==> src/rtl/seq_arith_unit.sv <==
// Execute-stage arithmetic unit: single-cycle ADD/SUB/INC/DEC, iterative shift-add MUL
// and restoring DIV, behind a valid/ready handshake on both sides.
module seq_arith_unit #(
  parameter int WIDTH = 19,
  parameter int OP_W  = 3
) (
  input  logic             clk,
  input  logic             rst,
  input  logic             in_valid,
  output logic             in_ready,
  input  logic [OP_W-1:0]  op_sel,
  input  logic [WIDTH-1:0] operand_a,
  input  logic [WIDTH-1:0] operand_b,
  output logic             out_valid,
  input  logic             out_ready,
  output logic [WIDTH-1:0] result,
  output logic [WIDTH-1:0] result_hi,
  output logic             flag_carry,
  output logic             flag_ovf,
  output logic             flag_zero,
  output logic             flag_dbz,
  output logic             flag_ill
);

  localparam int CW = $clog2(WIDTH + 1);
  localparam logic [OP_W-1:0] OP_ADD = OP_W'(0);
  localparam logic [OP_W-1:0] OP_SUB = OP_W'(1);
  localparam logic [OP_W-1:0] OP_MUL = OP_W'(2);
  localparam logic [OP_W-1:0] OP_DIV = OP_W'(3);
  localparam logic [OP_W-1:0] OP_INC = OP_W'(4);
  localparam logic [OP_W-1:0] OP_DEC = OP_W'(5);

  typedef enum logic [1:0] {IDLE, MUL_RUN, DIV_RUN, DONE} state_t;

  state_t             state_q, state_d;
  logic [OP_W-1:0]    op_q;
  logic [WIDTH-1:0]   a_q, b_q;
  logic [CW-1:0]      cnt_q;
  logic [2*WIDTH-1:0] prod_q;
  logic [WIDTH-1:0]   rem_q, quo_q;
  logic               out_valid_q;
  logic [WIDTH-1:0]   result_q, result_hi_q;
  logic               carry_q, ovf_q, zero_q, dbz_q, ill_q;

  logic               accept;
  logic               last_iter;
  logic [WIDTH-1:0]   b_eff;
  logic [WIDTH:0]     add_ext, sub_ext, mul_sum, rem_sh;
  logic [WIDTH+1:0]   div_diff;
  logic [WIDTH-1:0]   res_d, hi_d;
  logic               carry_d, ovf_d, zero_d, dbz_d, ill_d;

  assign accept    = in_valid & in_ready;
  assign last_iter = (cnt_q == CW'(WIDTH - 1));

  always_ff @(posedge clk) begin
    if (rst) state_q <= IDLE;
    else     state_q <= state_d;
  end

  always_comb begin
    state_d = state_q;
    case (state_q)
      IDLE: begin
        if (accept) begin
          if (op_sel == OP_MUL)                            state_d = MUL_RUN;
          else if (op_sel == OP_DIV && operand_b != '0)    state_d = DIV_RUN;
          else                                             state_d = DONE;
        end
      end
      MUL_RUN, DIV_RUN: if (last_iter) state_d = DONE;
      DONE:             if (out_valid_q && out_ready) state_d = IDLE;
      default:          state_d = IDLE;
    endcase
  end

  always_comb begin
    in_ready  = (state_q == IDLE) & ~rst;
    out_valid = out_valid_q;
  end

  // One iteration step of each multi-cycle algorithm
  always_comb begin
    mul_sum  = {1'b0, prod_q[2*WIDTH-1:WIDTH]} + (prod_q[0] ? {1'b0, a_q} : '0);
    rem_sh   = {rem_q, quo_q[WIDTH-1]};
    div_diff = {1'b0, rem_sh} - {2'b00, b_q};
  end

  // Final result/flags, evaluated on the first DONE cycle from the registered operands
  always_comb begin
    b_eff   = (op_q == OP_INC || op_q == OP_DEC) ? WIDTH'(1) : b_q;
    add_ext = {1'b0, a_q} + {1'b0, b_eff};
    sub_ext = {1'b0, a_q} - {1'b0, b_eff};
    res_d   = '0;
    hi_d    = '0;
    carry_d = 1'b0;
    ovf_d   = 1'b0;
    dbz_d   = 1'b0;
    ill_d   = 1'b0;
    case (op_q)
      OP_ADD, OP_INC: begin
        res_d   = add_ext[WIDTH-1:0];
        carry_d = add_ext[WIDTH];
        ovf_d   = (a_q[WIDTH-1] == b_eff[WIDTH-1]) && (res_d[WIDTH-1] != a_q[WIDTH-1]);
      end
      OP_SUB, OP_DEC: begin
        res_d   = sub_ext[WIDTH-1:0];
        carry_d = sub_ext[WIDTH];
        ovf_d   = (a_q[WIDTH-1] != b_eff[WIDTH-1]) && (res_d[WIDTH-1] != a_q[WIDTH-1]);
      end
      OP_MUL: begin
        res_d = prod_q[WIDTH-1:0];
        hi_d  = prod_q[2*WIDTH-1:WIDTH];
        ovf_d = |hi_d;
      end
      OP_DIV: begin
        if (b_q == '0) begin
          res_d = '1;
          hi_d  = a_q;
          dbz_d = 1'b1;
        end else begin
          res_d = quo_q;
          hi_d  = rem_q;
        end
      end
      default: ill_d = 1'b1;
    endcase
    zero_d = ~ill_d & (res_d == '0);
  end

  always_ff @(posedge clk) begin
    if (rst) begin
      op_q        <= '0;
      a_q         <= '0;
      b_q         <= '0;
      cnt_q       <= '0;
      prod_q      <= '0;
      rem_q       <= '0;
      quo_q       <= '0;
      out_valid_q <= 1'b0;
      result_q    <= '0;
      result_hi_q <= '0;
      carry_q     <= 1'b0;
      ovf_q       <= 1'b0;
      zero_q      <= 1'b0;
      dbz_q       <= 1'b0;
      ill_q       <= 1'b0;
    end else begin
      case (state_q)
        IDLE: begin
          if (accept) begin
            op_q   <= op_sel;
            a_q    <= operand_a;
            b_q    <= operand_b;
            cnt_q  <= '0;
            prod_q <= {{WIDTH{1'b0}}, operand_b};
            rem_q  <= '0;
            quo_q  <= operand_a;
          end
        end
        MUL_RUN: begin
          prod_q <= {mul_sum, prod_q[WIDTH-1:1]};
          cnt_q  <= cnt_q + CW'(1);
        end
        DIV_RUN: begin
          if (div_diff[WIDTH+1]) begin
            rem_q <= rem_sh[WIDTH-1:0];
            quo_q <= {quo_q[WIDTH-2:0], 1'b0};
          end else begin
            rem_q <= div_diff[WIDTH-1:0];
            quo_q <= {quo_q[WIDTH-2:0], 1'b1};
          end
          cnt_q <= cnt_q + CW'(1);
        end
        DONE: begin
          if (!out_valid_q) begin
            out_valid_q <= 1'b1;
            result_q    <= res_d;
            result_hi_q <= hi_d;
            carry_q     <= carry_d;
            ovf_q       <= ovf_d;
            zero_q      <= zero_d;
            dbz_q       <= dbz_d;
            ill_q       <= ill_d;
          end else if (out_ready) begin
            out_valid_q <= 1'b0;
          end
        end
        default: ;
      endcase
    end
  end

  assign result     = result_q;
  assign result_hi  = result_hi_q;
  assign flag_carry = carry_q;
  assign flag_ovf   = ovf_q;
  assign flag_zero  = zero_q;
  assign flag_dbz   = dbz_q;
  assign flag_ill   = ill_q;

endmodule
==> config.mk <==
export PLATFORM = sky130hd
export DESIGN_NAME = seq_arith_unit
export DESIGN_NICKNAME = d
export VERILOG_FILES = /design/src/rtl/seq_arith_unit.sv
export SDC_FILE = /design/constraint.sdc
export NUM_CORES = 1
export LEC_CHECK = 0
export BUFFER_PORTS_ARGS = -buffer_cell sky130_fd_sc_hd__buf_2
export CAP_MARGIN = 0
export CORE_MARGIN = 10
export CORE_UTILIZATION = 65
export DETAILED_ROUTE_END_ITERATION = 8
export PLACE_DENSITY_LB_ADDON = 0.08
export SYNTH_ARGS = -nofsm -noshare
export SYNTH_HDL_FRONTEND = slang
export SYNTH_SLANG_ARGS = --single-unit
==> constraint.sdc <==
create_clock -name clk -period 5.75 [get_ports clk]
set_input_delay 1.15 -clock clk [delete_from_list [all_inputs] [get_ports clk]]
set_output_delay 1.15 -clock clk [all_outputs]
set_load 0.05 [all_outputs]
Word-level counts from Yosys, hierarchy flattened:

Index checks and enable logic that the tools add are counted.

* input bits: 45
* output and inout port bits: 45
* register bits after elaboration: 168

* add/subtract/negate cells: 5
* muxes and demuxes: 29
* equality and inequality tests: 18
* reductions and logical operators: 24
* bitwise logic cells: 5

Operators by type and width (count)
* 2-to-1 mux 19 bit: 7
* one-hot mux 19 bit (2 select lines): 3
* one-hot mux 19 bit (4 select lines): 1
* one-hot mux 38 bit (2 select lines): 1
* adder 19 x 19 -> 20 bit: 2
* zero test 19 bit: 2
* 2-to-1 mux 38 bit: 1
* subtractor 20 x 19 -> 21 bit: 1
* subtractor 19 x 19 -> 20 bit: 1
* nonzero test 19 bit: 1
* OR reduction 19 bit: 1
* equality test 3 x 2 -> 1 bit (second input constant): 4
* one-hot mux 5 bit (2 select lines): 1
* AND reduction 2 bit: 5
* 2-to-1 mux 2 bit: 4
* 2-to-1 mux 1 bit: 7
* equality test 3 bit (second input constant): 2
* one-hot mux 2 bit (3 select lines): 1
* nonzero test 2 bit: 3
* OR reduction 2 bit: 3
* OR reduction 6 bit: 1
* adder 5 x 1 -> 5 bit (second input constant): 1
* equality test 5 bit (second input constant): 1
* 2-to-1 mux 5 bit: 1
* other kinds (16): 26

Longest topological paths before layout:

Gate-level depths: netlist of run 1.

* word-level depth: 7
* mapped depth: 17
* depth with buffers taken out: 16

Worst setup path before layout of run 1:

Ideal clock, no wire load.

* path kind: register to register
* start point: register op_q[1]
* end point: register zero_q (netlist: flag_zero)
* path slack: 2.073 ns
* data required time: 5.691 ns
* stages on the path, launching flop included: 17
* clock period less this slack: 3.677 ns
* library setup time: 0.059 ns
* arrival time: 3.618 ns
* path through: dfxtp_1 > inv_1 > clkbuf_1 > nand2_1 > clkbuf_1 > nand2_1 > ha_1 > nor2b_2 > or4_4 > o211ai_2 > nor4_1 > or4b_4 > a21boi_1 > o211ai_2 > nor4b_2 > nand4_1 > nand2_1

* longest elaborated chain between the ends: 7
* elaborated cells between the ends (all ways): 16
* classes of those cells: 2 x add/sub; 5 x eq/ne; 2 x mux; 1 x bitwise; 6 x reduce/logical

Ends and longest elaborated chain
* from (decl): RTL line 36 `logic [OP_W-1:0] op_q;`
* from (signal assigned): RTL line 152 `op_q <= op_sel;`
* equality test 3 bit: RTL line 91, 100
* logical OR 1 bit: RTL line 91 `b_eff = (op_q == OP_INC || op_q == OP_DEC) ? WIDTH'(1) : b_q;`
* 2-to-1 mux 19 bit: RTL line 91
* subtractor 19 x 19 -> 20 bit / adder 19 x 19 -> 20 bit (equally long branches): RTL line 93, 92
* one-hot mux 19 bit (4 select lines): RTL line 100 `case (op_q)`
* zero test 19 bit: RTL line 128 `zero_d = ~ill_d & (res_d == '0);`
* bitwise AND 1 bit (*): RTL line 128
* to (signal assigned): RTL line 182 `zero_q <= zero_d;`
* to (decl): RTL line 43 `logic carry_q, ovf_q, zero_q, dbz_q, ill_q;`

Every way passes the cells marked *; elsewhere a longest branch is shown, timed or not.
A chain may end at the register's enable or synchronous reset.

Worst setup path after layout of run 1:

Ends and elaborated chain as after synthesis.

==> flow_summary_export.csv, run 1 <==
group,metric,value,unit
critical_path,path_buf_inv,1,
drt,vias,11702,
timing,setup_viol,0,
timing,final.setup_skew,0.0111,ns
layout,layout.nets,1676,
clocking,clock_path_buffers,2,
drt,via_per_inst,6.59,
yosys,yosys.area.top_type,"dfxtp_1",
grt,grt_pass1_vias,11212,
yosys,synthAdderAreaFrac,10.3,%
yosys,yosysMostFrequentCell,"nand2_1",
drt,drc,0,
drt,ant_nets,0,
yosys,synth_compound_gate_area_share,25.3,%
drt,drt-pass1-iter-count,7,
status,status,"finished, final reports clean",
min_path,worst_hold_startpoint,"result[8]",
layout,fin_area,0.0126,sq mm
critical_path,cp_top_family,"simple AND/OR/NAND/NOR gates",
yosys,synthesis.area,0.0115,sq mm
yosys,synth_ff_type,"dfxtp_1",
pwr,swShare,43.5,%
timing,rsz0062_at_grt,"false",
clocking,cts_tree,"built",
place,gp_congestion,1.04,
pwr,p_int,2.68,mW
pwr,combPwrFrac,43.0,%
floorplan,die_w,153,um
yosys,synth-xor-area-share,2.66,%
grt,grt_pass1_wl,61500,um
yosys,ys_seq_area_share,29.2,%
yosys,synth_area_leaders,"dfxtp_1 (29%), ha_1 (9.6%), nand2_1 (6.6%)",
yosys,synth_top_family_by_area,"compound AO/OA/AOI/OAI gates",
critical_path,worstPathCellList,"inv_1 -> nand2_1 -> nand2b_1 -> ha_1 -> fa_1 -> nand2b_1 -> a21o_1 -> a211oi_1 -> nor2_1 -> o31ai_4 -> a41oi_1 -> and4_2 -> nor3_1 -> nand4_1 -> nand2_1",
floorplan,die_area,0.0234,sq mm
critical_path,cp-start-kind,"flip-flop",
clocking,postCtsHoldBufs,0,
yosys,postSynthCellCount,1498,
drt,routed_wl,39300,um
grt,grt_overflow,0,
critical_path,crit_start,"op_q[1]",
yosys,syn_nets,1635,
yosys,synth_top_area_share,29.2,%
pwr,p_total,4.74,mW
place,pre_cts_slack,1.39,ns
yosys,muxShareOfSynthArea,4.73,%
timing,maxSlewHeadroom,21.8,%
yosys,ys_ff_latch,168,
floorplan,start_util,66.3,%
pwr,seqPwrFrac,32.4,%
grt,track_usage,32.3,%
layout,drive_gt1_share,11.4,%
min_path,hold_path_class,"reg2reg",
timing,worst_pin_slew,1.16,ns
grt,grt_max_degree,77,
clocking,htree_num_levels,4,
pwr,p_sw,2.06,mW
yosys,async_reset_ff_share,0,%
critical_path,rr_startpoint,"op_q[1]",
critical_path,critPathKind,"reg2reg",
yosys,synth_common_cells,"nand2_1 (201), nor2_1 (173), dfxtp_1 (168)",
job,maxCapViolations,0,
floorplan,coreArea,0.0174,sq mm
critical_path,cp_data_required_time,6.13,ns
yosys,synth_cell_types,89,
grt,antenna_found_initial,1,
pwr,irDropWorstVdd,0.288,mV
yosys,yosysWarnings,0,
critical_path,slowest_delay,0.71,ns
clocking,clkLatencyLatePin,0.44,ns
place,dp_hpwl,29800,um
clocking,clkTransAtPathRegs,0.07,ns
clocking,cts_resized,0,
critical_path,critPathArrivalTime,4.92,ns
drt,routedWlPerCell,22.1,um
floorplan,die_y,153,um
layout,area_delta_synth_final,9.56,%
yosys,syn_area_per_cell,7.69,sq um
place,place_area,0.0120,sq mm
timing,fmax,0.220,GHz
critical_path,critical_path.slowest_cell,"dfxtp_1",
timing,fin_ws,1.21,ns
timing,hold_viol_final,0,
critical_path,crit_fanout,19,
pwr,p_leak,5.45,nW
timing,tns,0,ns
timing,slew_viol_final,0,
floorplan,io_pins,90,
timing,period_minus_slack,4.54,ns
pwr,powerDensity,376,mW/mm^2
clocking,clock_sinks,168,
clocking,root_buffer,"clkbuf_16",
layout,antennaDiodeCount,0,
place,io_buffer_count,89,
timing,period_share,78.9,%
floorplan,rows,48,
critical_path,cp-end-kind,"flip-flop",
pwr,clkPwrFrac,24.6,%
drt,drt_iter0_drc,1304,
clocking,cts_setup_buffers,0,
clocking,numCtsBuffers,17,
yosys,synth_edf_count,0,
yosys,yosys.area_share.simple,22.1,%
cells by family (layout without fill, tap and decap cells):
| group | count (synthesis) | after routing |
|---|---|---|
| AOI/OAI and AO/OA | 424 | 424 |
| xor gates and xnor gates | 35 | 35 |
| adders and majority gates | 92 | 92 |
| buffers and inverters | 162 | 215 |
| DFF | 168 | 168 |
| muxes | 54 | 54 |
| and+or+nand+nor | 563 | 563 |
worst paths after layout:
check	end	slack [ns]	cells after the start
worst max-delay path	flag_zero	1.21	15
worst min-delay path	result[8]	0.45	2
worst max register to register	flag_zero	1.21	15
worst min register to register	result[8]	0.45	2
routing by layer:
layer	up-vias	wire, um	track usage (%)
met4	0	3020	23.3
met2	659	17600	50.8
met3	161	3250	5.39
met1	5428	15400	39.1
met5	-	0	0
li1	5454	-	-
tightest hold or removal path, delay by kind of cell, from the launching register on:
kind	cells	cell delay [ns]
compound gates	1	0.05
flops	1	0.31
simple gates	1	0.05
cells in the final DEF (no fill, tap or decap), drive strengths merged, types with 12 or more instances in the layout:
cell type,count
nand2,201
a211oi,75
buf,107
nor4,15
o21ai,56
ha,88
o211ai,12
nand3,40
inv,81
a21o,20
clkbuf,19
and2,21
nor2b,13
nand2b,15
a22oi,24
xor2,14
mux2i,51
o31ai,31
xnor2,21
nor3,35
dfxtp,168
nand4,13
a21oi,114
nor2,173
area by class of cell:
class,count,area (sq um)
clock inverters,12,139
inverters,77,289
repair buffers,107,583
clock buffers,19,443
fillers,1374,4740
well taps,225,282
multi-input cells,1168,7520
flip-flops and latches,168,3360
power by group through the flow:
stage	Combinational (mW)	Sequential, mW	Clock [mW]
after floorplan	1.48	1.52	0
after global placement	1.95	1.54	0
after detailed placement	1.98	1.55	0
after CTS	1.99	1.52	1.17
after global routing	2.23	1.54	1.21
final	2.04	1.54	1.17
stage by stage:
stage | utilization, % | hold WS, ns | instances
after floorplan | - | 0.459 | 1498
after global placement | 69.3 | 0.440 | 1745
after detailed placement | 69.3 | 0.446 | 1745
after CTS | 72.7 | 0.455 | 1776
after global routing | 72.7 | 0.473 | 1776
final | 72.7 | 0.452 | 1776
sequential cells by signal (all words and copies together), names as in the netlist:
signal,flops
flag_zero,1
quo_q,19
b_q,19
op_q,3
result_hi,19
a_q,19
flag_carry,1
result,19
out_valid,1
rem_q,19
flag_dbz,1
state_q,2
cnt_q,5
prod_q,38
flag_ovf,1
flag_ill,1
Note: power is estimated with default switching activity, not from simulation.
==> run 2: changes to the inputs <==
- CORE_UTILIZATION: 65 -> 61
- clock period: 5.75 -> 4.4 ns (I/O delays scaled with it)
==> run 2 against run 1 <==
Fmax increased by 15%. Count of clock-buffer cells in the layout decreased by 1. Sequential share of layout area decreased by 0.22 points. Critical path type unchanged. Critical endpoint unchanged.
==> flow_summary_export.csv, run 2 (same netlist as run 1, synthesis figures left out) <==
group,metric,value,unit
drt,vias,11626,
layout,layout.cells.most_common,"nand2_1",
pwr,p_sw,2.77,mW
pwr,p_int,3.42,mW
layout,nFillCells,1561,
timing,slew_viol_final,0,
place,io_buffer_count,89,
clocking,root_buffer,"clkbuf_16",
status,status,"finished, final reports clean",
critical_path,crit_fanout,12,
grt,grt_overflow,0,
layout,area_delta_synth_final,10.5,%
clocking,clock_sinks,168,
clocking,htree_num_levels,4,
drt,drc,0,
critical_path,cp-end-kind,"flip-flop",
place,dp_hpwl,30900,um
critical_path,critPathArrivalTime,4.33,ns
layout,layout_common_cells,"nand2_1 (201), nor2_1 (171), dfxtp_1 (168)",
critical_path,path_depth,14,
critical_path,cp_data_required_time,4.79,ns
layout,drive_gt1_share,12.3,%
critical_path,path_buf_inv,2,
timing,fmax,0.254,GHz
place,placed_cells,1768,
layout,finish.utilization,68.2,%
layout,antennaDiodeCount,0,
critical_path,slowest_delay,0.82,ns
drt,via_per_inst,6.46,
pwr,irDropWorstVdd,0.313,mV
clocking,numCtsBuffers,17,
timing,setup_viol,0,
pwr,p_total,6.19,mW
min_path,hold_path_class,"reg2reg",
clocking,postCtsHoldBufs,0,
floorplan,die_w,157,um
critical_path,critical_path.slowest_cell,"a2111oi_0",
drt,drt-pass1-iter-count,5,
critical_path,cp_common_cell,"nand2_1",
grt,grt_pass1_vias,11065,
critical_path,rr_worst_depth,14,
clocking,cts_resized,0,
floorplan,io_pins,90,
critical_path,cp_top_family,"compound AO/OA/AOI/OAI gates",
critical_path,worstPathCellList,"inv_1 -> nand2_1 -> buf_4 -> nand2_1 -> ha_1 -> nor2b_1 -> a2111oi_0 -> a2111oi_0 -> or4b_4 -> a21boi_1 -> o211ai_2 -> nor4b_2 -> nand4_1 -> nand2_1",
drt,drt_iter0_drc,1238,
layout,fin_area,0.0127,sq mm
timing,hold_viol_final,0,
drt,routedWlPerCell,22.4,um
timing,maxSlewHeadroom,33.3,%
place,place_area,0.0122,sq mm
drt,ant_nets,0,
pwr,powerDensity,487,mW/mm^2
critical_path,critPathKind,"reg2reg",
grt,grt_max_degree,64,
floorplan,die_area,0.0248,sq mm
grt,antenna_found_initial,2,
floorplan,die_y,157,um
timing,final.setup_skew,0.0108,ns
pwr,swShare,44.8,%
grt,grt_pass1_wl,62700,um
timing,period_minus_slack,3.94,ns
clocking,clkLatencyLatePin,0.44,ns
critical_path,r2r_slack,0.46,ns
timing,period_share,89.6,%
place,gp_congestion,1.02,
critical_path,crit_end,"flag_zero",
pwr,p_leak,5.51,nW
pwr,seqPwrFrac,32.0,%
clocking,cts_setup_buffers,0,
clocking,clock_path_buffers,2,
floorplan,coreArea,0.0186,sq mm
critical_path,crit_start,"op_q[1]",
clocking,clkTransAtPathRegs,0.07,ns
pwr,combPwrFrac,44.2,%
drt,routed_wl,40400,um
timing,worst_pin_slew,0.995,ns
pwr,clkPwrFrac,23.8,%
layout,layout.nets,1690,
clocking,cts_tree,"built",
job,maxCapViolations,0,
floorplan,rows,50,
layout,final_cell_count_no_fill,1800,
timing,tns,0,ns
layout,max_flop_register,"prod_q",
grt,track_usage,32.5,%
timing,rsz0062_at_grt,"false",
critical_path,r2r-end,"flag_zero",
layout,largest_register_ffs,38,
critical_path,rr_startpoint,"op_q[1]",
critical_path,cp-start-kind,"flip-flop",
floorplan,start_util,61.8,%
-- run 2: cell count changes in the layout (fill, tap and decap cells not counted), moves of 2 or more --
cell | previous run | this run
buf_4 | 19 | 33
bufinv_16 | 2 | 0
inv_8 | 1 | 3
clkinv_8 | 0 | 2
-- run 2: power by group through the flow --
stage	sequential (mW)	clock (mW)	combinational [mW]
global route	1.99	1.54	3.00
detailed placement	2.01	0	2.67
CTS	1.97	1.47	2.68
floorplan	1.98	0	1.93
finish	1.98	1.47	2.74
global placement	2.00	0	2.64
-- run 2: stage by stage --
stage / hold slack, ns / setup WS (ns)
6_report: 0.441 / 0.460
3_5_place_dp: 0.427 / 0.686
5_1_grt: 0.474 / 0.314
3_3_place_gp: 0.430 / 0.496
4_1_cts: 0.439 / 0.641
2_1_floorplan: 0.459 / 0.723
-- run 2: final cells by class --
| type | count | area, sq um | share of cell area [%] |
|---|---|---|---|
| repair buffers | 121 | 688 | 5.41 |
| flip-flops and latches | 168 | 3360 | 26.4 |
| clock buffers | 18 | 429 | 3.37 |
| inverters | 77 | 289 | 2.27 |
| multi-input cells | 1168 | 7520 | 59.1 |
| well taps | 234 | 293 | 2.30 |
| clock inverters | 14 | 138 | 1.08 |
-- run 2: worst min-delay path by stage --
stage,from,endpoint,slack [ns],cells after the start
final,flag_zero,flag_zero,0.44,2
after CTS,flag_zero,flag_zero,0.44,2
after global routing,flag_zero,flag_zero,0.47,2
after floorplan,b_q[0],b_q[0],0.46,2
after global placement,flag_zero,flag_zero,0.43,2
after detailed placement,flag_zero,flag_zero,0.43,2
-- run 2: tightest hold or removal path, stage by stage, from the launching register on --
cell and delay (ns):
dfxtp_1 0.31, nand2_1 0.05, nand2_1 0.04
-- run 2: routing by layer --
layer  track usage, %  up-vias  wire, um
met3             4.72      131      3210
met5                0        -         0
met1             41.0     5432     16200
met4             19.0        0      2510
li1                 -     5462         -
met2             51.9      601     18400
